**src/rtl/input_word_fetcher_if.sv**
```systemverilog
// Bundle of the start/config inputs, the memory read port and the
// byte-stream handshake between the fetcher and its surroundings.
// Byte stream handshake: a byte transfers on a rising edge where out_valid
// and out_ready are both high; once out_valid rises it stays high, with
// out_data stable, until that transfer happens.
interface input_word_fetcher_if #(
    parameter int ADDR_W = 10,
    parameter int DATA_W = 32
);
    logic              start;
    logic [ADDR_W-1:0] base_adr;
    logic [ADDR_W-1:0] word_count;
    logic [ADDR_W-1:0] memAdr;
    logic              w_r_en;
    logic [DATA_W-1:0] readData;
    logic [7:0]        out_data;
    logic              out_valid;
    logic              out_ready;
    logic              busy;
    logic              done;

    // Fetcher side
    modport slave (
        input  start, base_adr, word_count, readData, out_ready,
        output memAdr, w_r_en, out_data, out_valid, busy, done
    );

    // Controller / memory / consumer side
    modport master (
        output start, base_adr, word_count, readData, out_ready,
        input  memAdr, w_r_en, out_data, out_valid, busy, done
    );
endinterface

```
**src/rtl/input_word_fetcher.sv**
```systemverilog
// Walks a run of consecutive memory words, latches each one and streams its
// four bytes (least-significant first) over a valid/ready byte interface.
// o_state exposes the FSM state (0 IDLE, 1 FETCH, 2 EMIT, 3 DONE).
module input_word_fetcher #(
    parameter int ADDR_W = 10,
    parameter int DATA_W = 32
) (
    input  logic                clk,
    input  logic                rst,
    input_word_fetcher_if.slave bus,
    output logic [1:0]          o_state
);

    typedef enum logic [1:0] {
        S_IDLE  = 2'd0,
        S_FETCH = 2'd1,
        S_EMIT  = 2'd2,
        S_DONE  = 2'd3
    } state_t;

    state_t            r_state;
    state_t            w_next_state;
    logic [ADDR_W-1:0] r_adr;
    logic [ADDR_W-1:0] r_remain;
    logic [DATA_W-1:0] r_word;
    logic [1:0]        r_byte_idx;
    logic              w_handshake;
    logic              w_last_byte;

    assign w_handshake = (r_state == S_EMIT) && bus.out_ready;
    assign w_last_byte = (r_byte_idx == 2'd3);

    // State register; reset wins over everything, including a run in flight
    always_ff @(posedge clk) begin
        if (!rst) begin
            r_state <= S_IDLE;
        end else begin
            r_state <= w_next_state;
        end
    end

    // Next-state selection; start is only looked at in IDLE
    always_comb begin
        w_next_state = r_state;
        case (r_state)
            S_IDLE: begin
                if (bus.start) begin
                    w_next_state = (bus.word_count != '0) ? S_FETCH : S_DONE;
                end
            end
            S_FETCH: begin
                w_next_state = S_EMIT;
            end
            S_EMIT: begin
                if (w_handshake && w_last_byte) begin
                    w_next_state = (r_remain != '0) ? S_FETCH : S_DONE;
                end
            end
            S_DONE: begin
                w_next_state = S_IDLE;
            end
            default: begin
                w_next_state = S_IDLE;
            end
        endcase
    end

    // Datapath registers: run config capture, word latch, byte/word stepping.
    // Without a handshake in EMIT nothing moves, which keeps memAdr and
    // out_data steady under backpressure.
    always_ff @(posedge clk) begin
        if (!rst) begin
            r_adr      <= '0;
            r_remain   <= '0;
            r_word     <= '0;
            r_byte_idx <= '0;
        end else begin
            case (r_state)
                S_IDLE: begin
                    if (bus.start && (bus.word_count != '0)) begin
                        r_adr    <= bus.base_adr;
                        r_remain <= bus.word_count;
                    end
                end
                S_FETCH: begin
                    r_word     <= bus.readData;
                    r_byte_idx <= 2'd0;
                    r_remain   <= r_remain - ADDR_W'(1);
                end
                S_EMIT: begin
                    if (w_handshake) begin
                        if (!w_last_byte) begin
                            r_byte_idx <= r_byte_idx + 2'd1;
                        end else if (r_remain != '0) begin
                            // wraps modulo 2^ADDR_W by construction
                            r_adr <= r_adr + ADDR_W'(1);
                        end
                    end
                end
                default: begin
                end
            endcase
        end
    end

    // Output decode from the current state and datapath registers
    always_comb begin
        bus.memAdr    = r_adr;
        bus.w_r_en    = 1'b0;
        bus.out_data  = r_word[{r_byte_idx, 3'b000} +: 8];
        bus.out_valid = (r_state == S_EMIT);
        bus.busy      = (r_state != S_IDLE);
        bus.done      = (r_state == S_DONE);
        o_state       = r_state;
    end

endmodule
```
**src/flat_wrapper.sv**
```systemverilog
// flat-port wrapper written by rule: the top's interface ports become plain ports
module input_word_fetcher_flat 
#(
    parameter int ADDR_W = 10,
    parameter int DATA_W = 32
)
  (clk, rst, o_state, bus_start, bus_base_adr, bus_word_count, bus_readData, bus_out_ready, bus_memAdr, bus_w_r_en, bus_out_data, bus_out_valid, bus_busy, bus_done);
  input_word_fetcher_if #(.ADDR_W(ADDR_W), .DATA_W(DATA_W)) bus_i ();
  input  logic clk;
  input  logic rst;
  output logic [1:0] o_state;
  input wire logic [$bits(bus_i.start)-1:0] bus_start;
  input wire logic [$bits(bus_i.base_adr)-1:0] bus_base_adr;
  input wire logic [$bits(bus_i.word_count)-1:0] bus_word_count;
  input wire logic [$bits(bus_i.readData)-1:0] bus_readData;
  input wire logic [$bits(bus_i.out_ready)-1:0] bus_out_ready;
  output wire logic [$bits(bus_i.memAdr)-1:0] bus_memAdr;
  output wire logic [$bits(bus_i.w_r_en)-1:0] bus_w_r_en;
  output wire logic [$bits(bus_i.out_data)-1:0] bus_out_data;
  output wire logic [$bits(bus_i.out_valid)-1:0] bus_out_valid;
  output wire logic [$bits(bus_i.busy)-1:0] bus_busy;
  output wire logic [$bits(bus_i.done)-1:0] bus_done;
  assign bus_i.start = bus_start;
  assign bus_i.base_adr = bus_base_adr;
  assign bus_i.word_count = bus_word_count;
  assign bus_i.readData = bus_readData;
  assign bus_i.out_ready = bus_out_ready;
  assign bus_memAdr = bus_i.memAdr;
  assign bus_w_r_en = bus_i.w_r_en;
  assign bus_out_data = bus_i.out_data;
  assign bus_out_valid = bus_i.out_valid;
  assign bus_busy = bus_i.busy;
  assign bus_done = bus_i.done;
  input_word_fetcher #(.ADDR_W(ADDR_W), .DATA_W(DATA_W)) u_core (.clk(clk), .rst(rst), .bus(bus_i), .o_state(o_state));
endmodule
```
**config.mk**
```make
export PLATFORM = sky130hd
export DESIGN_NAME = input_word_fetcher_flat
export DESIGN_NICKNAME = d
export VERILOG_FILES = /design/src/rtl/input_word_fetcher_if.sv /design/src/rtl/input_word_fetcher.sv /design/src/flat_wrapper.sv
export SDC_FILE = /design/constraint.sdc
export NUM_CORES = 1
export LEC_CHECK = 0
export BUFFER_PORTS_ARGS = -buffer_cell sky130_fd_sc_hd__buf_2
export CAP_MARGIN = 20
export CORE_MARGIN = 2
export CORE_UTILIZATION = 45
export CTS_BUF_LIST = sky130_fd_sc_hd__clkbuf_2 sky130_fd_sc_hd__clkbuf_4 sky130_fd_sc_hd__clkbuf_8
export DETAILED_ROUTE_END_ITERATION = 6
export HOLD_SLACK_MARGIN = 0.06
export PLACE_DENSITY = 0.71
export SLEW_MARGIN = 20
export SYNTH_ARGS = -nofsm -noshare
export SYNTH_HDL_FRONTEND = slang
export SYNTH_SLANG_ARGS = --single-unit
export TNS_END_PERCENT = 100
```
**constraint.sdc**
```tcl
create_clock -name clk -period 2.5 [get_ports clk]
set_input_delay 0.25 -clock clk [delete_from_list [all_inputs] [get_ports clk]]
set_output_delay 0.25 -clock clk [all_outputs]
set_load 0.05 [all_outputs]
```
==> flow_summary.json, run 1 <==
{
  "first_iter_violations": 153,
  "final-max-slew-violation-count": 0,
  "drt_wl_total_mm": 7.314,
  "worst-endpoint-required_ns": 2.68,
  "effective_utilization_at_floorplan": 0.4620,
  "p_total_mw": 2.058,
  "grt_util_all_layers": 0.1996,
  "grt_max_degree": 35,
  "endpoint_kind": "register",
  "hold_path_depth": 3,
  "synth.ff_latch_count": 56,
  "final_global_route_overflow_total": 0,
  "final.period_utilization": 0.8338,
  "post_route_cells_drive_above_1_share": 0.2691,
  "n_fill_cell": 642,
  "fin_tns_setup_ns": 0,
  "ys.flop_type": "dfxtp_1",
  "clock_insertion_delay_worst_skew_ns": 0.31,
  "worstPathArrival_ns": 2.26,
  "cts_max_path_buffers": 2,
  "slew_headroom": 0.6371,
  "post_cts_repair_timing_setup_buffer_count": 0,
  "num_rows": 29,
  "die-width_um": 84.51,
  "crit_path_launch_type": "register",
  "avgRoutedWirePerCell_um": 14.40,
  "antenna-diode-count": 0,
  "synth_async_sr_flop_share": 0,
  "port_buffers": 78,
  "synthToLayoutAreaGrowth_pct": 19.52,
  "holdCritPathClass": "in -> reg",
  "tritoncts": "done",
  "multi_input_area_sq_um": 1672,
  "cts-hold-fix-buffers": 0,
  "vias_per_cell": 5.634,
  "worstSetupPathType": "reg -> reg",
  "grt_first_pass_wirelength_mm": 11.84,
  "drc": 0,
  "postLayoutCoreUtil": 0.5521,
  "cpMaxStageDelayCell": "or4_4",
  "syn_nets": 418,
  "sequential_cell_area_sq_um": 1121,
  "cts_resized": 0,
  "vdd.ir_drop.worst_mv": 0.3006,
  "transition_time_at_the_pin_with_the_least_slew_margin_ns": 0.5393,
  "seq_area_frac_synth": 0.3844,
  "finalSetupViolations": 0,
  "clk_pin_slew_worst_paths_ns": 0.11,
  "path_cells": "or4_4 -> or3_1 -> a41oi_1 -> a311oi_1",
  "netlist-cell-type-count": 56,
  "fin_nets": 489,
  "post-dp-hpwl_mm": 5.319,
  "place.gp.congestion": 0.8536,
  "timing.clock.skew_ns": 0.009251,
  "ant_nets": 0,
  "root_buffer": "clkbuf_8",
  "synth_edf_count": 0,
  "chipHeight_um": 84.51,
  "syn-instance-count": 359,
  "maxCapViolations": 0,
  "tritoncts.num_buffers": 5,
  "floorplan.core_area_sq_um": 6314,
  "first_pass_iters": 4,
  "finalHoldViolCount": 0,
  "number_of_antenna_violations_at_the_first_check_in_global_routing": 0,
  "power_density_nw_per_um2": 590.4,
  "clock.fmax_mhz": 479.7,
  "synth_area_sq_um": 2917,
  "die-area_sq_um": 7141,
  "critical_path.max_stage_delay_ns": 0.63,
  "run_status": "complete, no violations",
  "largest_fanout_of_any_net_on_the_critical_path": 18,
  "via_count": 2862,
  "synth.yosys.warnings": 0,
  "first_global_vias": 2610,
  "reg2reg_depth": 4,
  "synthesis.area_per_instance_sq_um": 8.124,
  "static-leakage-power_nw": 1.366,
  "clock_sink_count": 56,
  "setup_repair_after_global_routing_missed_its_margin": "no",
  "fin_crit_period_ns": 2.084,
  "cts_htree_levels": 2,
  "design.portCount": 80
}
[Yosys cell counts (all sizes together), types with 2 or more instances]
| master | number | share of area |
|---|---|---|
| o31ai | 5 | 0.015 |
| nand2 | 89 | 0.11 |
| o21ai | 9 | 0.015 |
| nor4 | 5 | 0.011 |
| a211oi | 3 | 0.0077 |
| a31oi | 3 | 0.0064 |
| a21oi | 50 | 0.086 |
| nor2b | 2 | 0.0043 |
| nor2 | 10 | 0.013 |
| o21a | 4 | 0.010 |
| a21boi | 4 | 0.010 |
| o211ai | 3 | 0.0077 |
| inv | 5 | 0.0064 |
| dfxtp | 56 | 0.38 |
| nor3b | 4 | 0.010 |
| o31a | 2 | 0.0060 |
| a41oi | 5 | 0.015 |
| o41ai | 3 | 0.0090 |
| nand3 | 6 | 0.015 |
| mux4 | 8 | 0.062 |
| and2 | 3 | 0.0064 |
| a311oi | 2 | 0.0060 |
| nand2b | 7 | 0.015 |
| and4 | 2 | 0.0060 |
| o32ai | 5 | 0.015 |
| and3 | 2 | 0.0043 |
| ha | 3 | 0.013 |
| nor3 | 4 | 0.0086 |
| buf | 5 | 0.0086 |
| or4 | 6 | 0.017 |
| nand4b | 2 | 0.0060 |
| a22oi | 2 | 0.0051 |
| a21o | 2 | 0.0051 |
| clkbuf | 21 | 0.027 |
| nand4 | 2 | 0.0043 |
[path summary, 6_finish.rpt]
| kind | endpoint | start | slack [ns] |
|---|---|---|---|
| worst max-delay path | u_core.bus.memAdr[0] | u_core.o_state[1] | 0.42 |
| worst min-delay path | u_core.r_word[10] | bus_readData[10] | 0.16 |
| worst max register to register | u_core.bus.memAdr[0] | u_core.o_state[1] | 0.42 |
| worst min register to register | u_core.r_word[21] | u_core.r_word[21] | 0.46 |
[layout make-up]
| cell class | instances | area share |
|---|---|---|
| Multi-Input combinational cell | 271 | 0.4795 |
| Sequential cell | 56 | 0.3216 |
| Timing Repair Buffer | 90 | 0.1378 |
| Tap cell | 77 | 0.02764 |
| Clock buffer | 5 | 0.01974 |
| Clock inverter | 3 | 0.007179 |
| Inverter | 6 | 0.006461 |
[power breakdown]
part / switching [mW] / internal, mW / total [mW] / leakage [nW]
registers: 0.0648 / 0.954 / 1.02 / 0.458
clock network: 0.311 / 0.205 / 0.517 / 0.0452
logic: 0.327 / 0.196 / 0.522 / 0.863
[critical path: cells and delay by family (launching register included)]
family / cells / cell delay, ns
DFF: 1 / 0.48
AOI/OAI and AO/OA: 2 / 0.29
and+or+nand+nor: 2 / 1.18
[metrics by stage]
| step | cells | area (sq um) | setup slack, ns | hold slack (ns) |
|---|---|---|---|---|
| after global routing | 508 | 3486 | 0.2413 | 0.1529 |
| after floorplan | 359 | 2917 | 0.03912 | 0.3844 |
| after CTS | 508 | 3486 | 0.4353 | 0.1549 |
| after detailed placement | 500 | 3392 | 0.4436 | 0.4465 |
| final | 508 | 3486 | 0.4155 | 0.1634 |
| after global placement | 500 | 3392 | 0.4874 | 0.4391 |
[cell families (layout without fill, tap and decap cells)]
kind of cell,count (synthesis),after routing,synth area share
AOI/OAI and AO/OA,110,110,0.2450
adders and majority gates,3,3,0.01287
buffers and inverters,32,104,0.04333
DFF,56,56,0.3844
muxes,9,9,0.06564
other,1,1,0.001286
and+or+nand+nor,148,148,0.2475
[cells in the final DEF (no fill, tap or decap), drive strengths merged, types with 7 or more instances in the layout]
cell    count
a21oi      50
buf        90
dfxtp      56
inv         7
mux4        8
nand2      89
nand2b      7
nor2       10
o21ai       9
[sequential cells by signal (all words and copies together), names as in the netlist]
signal and count:
u_core.r_remain 10, u_core.o_state 2, u_core.r_word 32, u_core.bus.memAdr 10, u_core.r_byte_idx 2
[per-layer routing]
layer	share of wire	GRT usage	vias up
met4	0.016	0.07359	0
met3	0.051	0.03540	10
met2	0.49	0.3357	82
met1	0.44	0.2566	1324
met5	0	0	-
li1	-	-	1446
Power figures use the tool's default switching activity.
==> run 2: changes to the inputs <==
--- a/config.mk
+++ b/config.mk
@@ -5,6 +5,7 @@
 export SDC_FILE = /design/constraint.sdc
 export NUM_CORES = 1
 export LEC_CHECK = 0
+export ABC_AREA = 1
 export BUFFER_PORTS_ARGS = -buffer_cell sky130_fd_sc_hd__buf_2
 export CAP_MARGIN = 20
 export CORE_MARGIN = 2
==> constraint.sdc (replaced) <==
create_clock -name clk -period 1.95 [get_ports clk]
set_input_delay 0.195 -clock clk [delete_from_list [all_inputs] [get_ports clk]]
set_output_delay 0.195 -clock clk [all_outputs]
set_load 0.05 [all_outputs]
==> flow_summary.json, run 2 <==
{
  "run_status": "complete, no violations",
  "root_buffer": "clkbuf_8",
  "synth_async_sr_flop_share": 0,
  "grt_util_all_layers": 0.2201,
  "setup_repair_after_global_routing_missed_its_margin": "no",
  "top_reg_by_flops": "u_core.r_word",
  "place.gp.congestion": 0.9695,
  "die-area_sq_um": 7165,
  "hold_path_end": "u_core.r_word[31]",
  "floorplan.core_area_sq_um": 6314,
  "static-leakage-power_nw": 1.691,
  "p_comb_frac": 0.409,
  "clock_insertion_delay_worst_skew_ns": 0.31,
  "reg2reg_setup_slack_ns": 0.21,
  "sequential_cell_area_sq_um": 1121,
  "effective_utilization_at_floorplan": 0.4635,
  "hold_path.startpoint": "bus_readData[31]",
  "post-synth-top-count-cell": "nor2_1",
  "grt_first_pass_wirelength_mm": 13.10,
  "synth_area_sq_um": 2927,
  "power_density_nw_per_um2": 1080,
  "die-width_um": 84.65,
  "cts_max_path_buffers": 2,
  "synth.yosys.warnings": 0,
  "reg2reg_depth": 9,
  "crit_path_launch_type": "register",
  "critical_path.max_stage_delay_ns": 0.57,
  "grt_max_degree": 49,
  "switchingPower_mw": 1.653,
  "post_route_cells_drive_above_1_share": 0.2180,
  "synthTopCellsByCount": "nor2_1, o21ai_0, nand2_1",
  "timing.clock.skew_ns": 0.004269,
  "cp_num_buf_inv": 2,
  "netlist-cell-type-count": 32,
  "multi_input_area_sq_um": 1579,
  "synthesis.area_per_instance_sq_um": 6.460,
  "net_switching_share_of_the_total_power": 0.4424,
  "clock.fmax_mhz": 544.5,
  "synth_edf_count": 0,
  "cts_htree_levels": 2,
  "syn_nets": 512,
  "n_fill_cell": 686,
  "worst-endpoint-required_ns": 1.75,
  "tritoncts.num_buffers": 5,
  "avgRoutedWirePerCell_um": 12.63,
  "finalHoldWorstSlack_ns": 0.09674,
  "num_rows": 29,
  "ant_nets": 0,
  "commonest_non_fill_non_tap_cell_in_the_layout": "nor2_1",
  "final.period_utilization": 0.9419,
  "first_global_vias": 2958,
  "clockPowerShare": 0.176,
  "cts-hold-fix-buffers": 0,
  "power_frac_seq": 0.415,
  "most_area_hungry_cell_type_in_the_yosys_netlist": "dfxtp_1",
  "worstReg2RegEnd": "u_core.bus.memAdr[9]",
  "drt_wl_total_mm": 7.575,
  "clock_sink_count": 56,
  "design.portCount": 80,
  "cpMaxStageDelayCell": "dfxtp_1",
  "seq_area_frac_synth": 0.3831,
  "finalSetupViolations": 0,
  "synthToLayoutAreaGrowth_pct": 18.17,
  "hold_path_depth": 3,
  "area_share_of_the_largest_cell_type_after_synthesis": 0.3831,
  "fin_nets": 582,
  "vias_per_cell": 5.243,
  "timing.rr.start": "u_core.r_byte_idx[1]",
  "transition_time_at_the_pin_with_the_least_slew_margin_ns": 0.7213,
  "path_cells": "inv_1 -> o21ai_0 -> o22ai_1 -> buf_2",
  "number_of_antenna_violations_at_the_first_check_in_global_routing": 0,
  "worstSetupPathType": "reg -> out",
  "finalHoldViolCount": 0,
  "final-max-slew-violation-count": 0,
  "critical_path.top_delay_family": "flip-flops",
  "maxCapViolations": 0,
  "internal_power_mw": 2.084,
  "tritoncts": "done",
  "first_pass_iters": 5,
  "drc": 0,
  "fin_tns_setup_ns": 0,
  "slew_headroom": 0.5184,
  "fin_crit_period_ns": 1.837,
  "worstPathArrival_ns": 1.64,
  "largest_fanout_of_any_net_on_the_critical_path": 11,
  "holdCritPathClass": "in -> reg",
  "mostFrequentLayoutCells": "nor2_1, buf_2, o21ai_0",
  "vdd.ir_drop.worst_mv": 0.6153,
  "clk_pin_slew_worst_paths_ns": 0.10,
  "via_count": 3146,
  "synth_area_leaders": "dfxtp_1, nor2_1, o21ai_0, nand2_1, inv_1",
  "largest_reg_flops": 32,
  "first_iter_violations": 185,
  "ys.flop_type": "dfxtp_1",
  "port_buffers": 78,
  "antenna-diode-count": 0,
  "chipHeight_um": 84.65,
  "final_global_route_overflow_total": 0,
  "endpoint_kind": "output pin",
  "synth.ff_latch_count": 56,
  "syn-instance-count": 453,
  "post-dp-hpwl_mm": 5.311
}
-- run 2: cell types whose count changed in the layout (fill, tap and decap cells not counted), sizes merged, moves of 6 or more --
cell,delta
nand2b,-7
nor2,+123
a21oi,-40
inv,+24
mux4,-8
nand2,-19
o21ai,+69
o22ai,+8
or4,-6
nand3,+14
-- run 2: worst max-delay path by stage --
stage / slack, ns / cells after the start / endpoint / start
after floorplan: 0.1 / 4 / bus_out_data[5] / u_core.r_byte_idx[0]
after global placement: 0.33 / 9 / u_core.bus.memAdr[9] / u_core.r_byte_idx[1]
after detailed placement: 0.28 / 9 / u_core.bus.memAdr[9] / u_core.r_byte_idx[1]
after CTS: 0.06 / 4 / bus_out_data[1] / u_core.r_byte_idx[0]
after global routing: 0.04 / 5 / bus_out_data[2] / u_core.r_byte_idx[0]
final: 0.11 / 4 / bus_out_data[0] / u_core.r_byte_idx[1]
-- run 2: power groups by stage --
| stage | sequential, mW | clock (mW) | combinational, mW |
|---|---|---|---|
| floorplan | 1.72 | 0 | 0.997 |
| global placement | 1.56 | 0 | 1.50 |
| detailed placement | 1.57 | 0 | 1.51 |
| CTS | 1.55 | 0.668 | 1.52 |
| global route | 1.59 | 0.733 | 1.70 |
| finish | 1.55 | 0.659 | 1.53 |
-- run 2: area by class of cell --
cell class,count,share of cell area
multi-input cells,342,0.4566
flip-flops and latches,56,0.3242
repair buffers,85,0.1281
inverters,33,0.03690
well taps,77,0.02786
clock buffers,6,0.02388
clock inverters,1,0.002533
-- run 2: routing by layer --
metal / track usage / part of all wire / routed length (um)
met1: 0.2943 / 0.45 / 3442
met2: 0.3579 / 0.46 / 3490
met3: 0.04720 / 0.069 / 525
met4: 0.06638 / 0.015 / 116
met5: 0 / 0 / 0
-- run 2: what timing repair did --
item | in CTS | in global routing
hold endpoints to repair | 0 | 0
setup endpoints to repair | 0 | 6
buffers inserted | 0 | 3
gates resized for setup | 0 | 1
-- run 2: cells by family after synthesis --
kind of cell               synth area share
and+or+nand+nor                      0.3339
adders and majority gates           0.01283
buffers and inverters               0.07738
other                              0.001281
xor gates and xnor gates           0.005987
DFF                                  0.3831
AOI/OAI and AO/OA                    0.1855
-- run 2: worst reg2reg max path, delay by kind of cell (launching register included) --
family / cells / cell delay [ns]
flip-flops: 1 / 0.57
adder cells (fa/ha/maj): 1 / 0.25
AO/OA/AOI/OAI: 1 / 0.12
AND/OR/NAND/NOR: 7 / 0.72
-- run 2: through the flow --
step                worst slack (ns)  total power, mW    util  cell area (sq um)  cells
global route                 0.04165            4.018  0.5478               3458    600
floorplan                    0.09907            2.717       -               2927    453
detailed placement            0.2768            3.085  0.5291               3341    590
finish                        0.1133            3.737  0.5478               3458    600
global placement              0.3267            3.062  0.5291               3341    590
CTS                          0.06192            3.738  0.5436               3432    597
==> run 3: changes to the inputs <==
--- a/config.mk
+++ b/config.mk
@@ -9,12 +9,12 @@
 export BUFFER_PORTS_ARGS = -buffer_cell sky130_fd_sc_hd__buf_2
 export CAP_MARGIN = 20
 export CORE_MARGIN = 2
-export CORE_UTILIZATION = 45
+export CORE_UTILIZATION = 54
 export CTS_BUF_LIST = sky130_fd_sc_hd__clkbuf_2 sky130_fd_sc_hd__clkbuf_4 sky130_fd_sc_hd__clkbuf_8
 export DETAILED_ROUTE_END_ITERATION = 6
 export HOLD_SLACK_MARGIN = 0.06
-export PLACE_DENSITY = 0.71
-export SLEW_MARGIN = 20
+export PLACE_DENSITY = 0.83
+export SLEW_MARGIN = 30
 export SYNTH_ARGS = -nofsm -noshare
 export SYNTH_HDL_FRONTEND = slang
 export SYNTH_SLANG_ARGS = --single-unit
==> flow_summary.json, run 3 (synthesized netlist as in run 2, its figures left out) <==
{
  "design.portCount": 80,
  "chipHeight_um": 77.62,
  "tritoncts.num_buffers": 5,
  "crit_path_launch_type": "register",
  "internal_power_mw": 2.193,
  "first_global_vias": 2846,
  "endpoint_kind": "output pin",
  "clk_pin_slew_worst_paths_ns": 0.10,
  "via_count": 3146,
  "setup_repair_after_global_routing_missed_its_margin": "no",
  "run_status": "complete, no violations",
  "grt_max_degree": 49,
  "ant_nets": 0,
  "avgRoutedWirePerCell_um": 12.11,
  "cts_htree_levels": 2,
  "final_critical_path_setup_slack_ns": 0.1432,
  "worst-endpoint-required_ns": 1.75,
  "power_density_nw_per_um2": 1108,
  "port_buffers": 78,
  "place.gp.congestion": 0.8980,
  "clock_sink_count": 56,
  "n_fill_cell": 480,
  "holdCritPathClass": "in -> reg",
  "fin_tns_setup_ns": 0,
  "finalSetupViolations": 0,
  "clock_insertion_delay_worst_skew_ns": 0.31,
  "p_comb_frac": 0.397,
  "slew_headroom": 0.5470,
  "largest_reg_flops": 32,
  "synthToLayoutAreaGrowth_pct": 18.30,
  "tritoncts": "done",
  "mostFrequentLayoutCells": "nor2_1, buf_2, o21ai_0",
  "commonest_non_fill_non_tap_cell_in_the_layout": "nor2_1",
  "post_route_cells_drive_above_1_share": 0.2180,
  "first_pass_iters": 5,
  "grt_util_all_layers": 0.2430,
  "effective_utilization_at_floorplan": 0.5658,
  "met1_usage": 0.2932,
  "static-leakage-power_nw": 1.698,
  "final-max-slew-violation-count": 0,
  "vdd.ir_drop.worst_mv": 0.4968,
  "globalRouteMet3Util": 0.04884,
  "antenna-diode-count": 0,
  "final.period_utilization": 0.9266,
  "root_buffer": "clkbuf_8",
  "first_iter_violations": 270,
  "die-area_sq_um": 6024,
  "grt_first_pass_wirelength_mm": 12.14,
  "power_frac_seq": 0.403,
  "fin_crit_period_ns": 1.807,
  "drc": 0,
  "dpl_worst_slack_ns": 0.2713,
  "global_route.usage.met2": 0.4319,
  "clockPowerShare": 0.200,
  "top_reg_by_flops": "u_core.r_word",
  "fin_nets": 581,
  "floorplan.core_area_sq_um": 5172,
  "worstPathArrival_ns": 1.61,
  "global_route.peak_usage_layer": "met2",
  "cts_max_path_buffers": 2,
  "transition_time_at_the_pin_with_the_least_slew_margin_ns": 0.6785,
  "post-dp-hpwl_mm": 5.045,
  "drt_wl_total_mm": 7.179,
  "postLayoutCoreUtil": 0.6693,
  "net_switching_share_of_the_total_power": 0.4286,
  "vias_per_cell": 5.305,
  "die-width_um": 77.62,
  "switchingPower_mw": 1.645,
  "num_rows": 26,
  "maxCapViolations": 0,
  "worstSetupPathType": "reg -> out",
  "number_of_antenna_violations_at_the_first_check_in_global_routing": 0,
  "cts-hold-fix-buffers": 0,
  "largest_fanout_of_any_net_on_the_critical_path": 16,
  "final_global_route_overflow_total": 0,
  "clock.fmax_mhz": 553.5,
  "timing.clock.skew_ns": 0.004471,
  "finalHoldViolCount": 0
}
-- run 3: cell type report --
cell class	instances	area [sq um]	area share
well taps	70	87.58	0.02530
repair buffers	84	435.4	0.1258
inverters	33	127.6	0.03686
flip-flops and latches	56	1121	0.3238
clock buffers	6	76.32	0.02205
clock inverters	2	35.03	0.01012
multi-input cells	342	1579	0.4561
-- run 3: critical path, stage by stage, from the launching register on --
cell and delay (ns):
dfxtp_1 0.42, buf_4 0.23, o21ai_0 0.15, o22ai_1 0.21
buf_2 0.29
-- run 3: final timing paths --
| kind | startpoint | end | slack [ns] | cells past startpoint |
|---|---|---|---|---|
| max | u_core.r_byte_idx[0] | bus_out_data[3] | 0.14 | 4 |
| min | bus_readData[16] | u_core.r_word[16] | 0.10 | 3 |
| max reg2reg | u_core.r_remain[0] | u_core.bus.memAdr[9] | 0.22 | 10 |
| min reg2reg | u_core.r_remain[1] | u_core.r_remain[1] | 0.49 | 2 |
-- run 3: power by group through the flow --
stage | sequential, mW | clock, mW | combinational [mW]
2_1_floorplan | 1.72 | 0 | 0.997
3_3_place_gp | 1.56 | 0 | 1.48
3_5_place_dp | 1.56 | 0 | 1.51
4_1_cts | 1.54 | 0.784 | 1.52
5_1_grt | 1.58 | 0.827 | 1.69
6_report | 1.55 | 0.768 | 1.52
-- run 3: repair_timing --
action / 4_1_cts / 5_1_grt
endpoints found under the hold margin: 0 / 0
setup buffers: 0 / 2
gates resized for setup: 0 / 1
setup endpoints to repair: 0 / 5
-- run 3: metal layers --
metal | vias up | share of wire
li1 | 1605 | -
met1 | 1422 | 0.44
met2 | 104 | 0.49
met3 | 15 | 0.056
met4 | 0 | 0.019
met5 | - | 0
-- run 3: stage by stage --
| stage | std cells | hold WS (ns) | power (mW) | cell area, sq um |
|---|---|---|---|---|
| final | 593 | 0.1014 | 3.837 | 3462 |
| after global placement | 583 | 0.4143 | 3.035 | 3332 |
| after global routing | 593 | 0.1007 | 4.090 | 3462 |
| after CTS | 591 | 0.1008 | 3.841 | 3443 |
| after detailed placement | 583 | 0.4209 | 3.074 | 3332 |
| after floorplan | 453 | 0.3299 | 2.717 | 2927 |
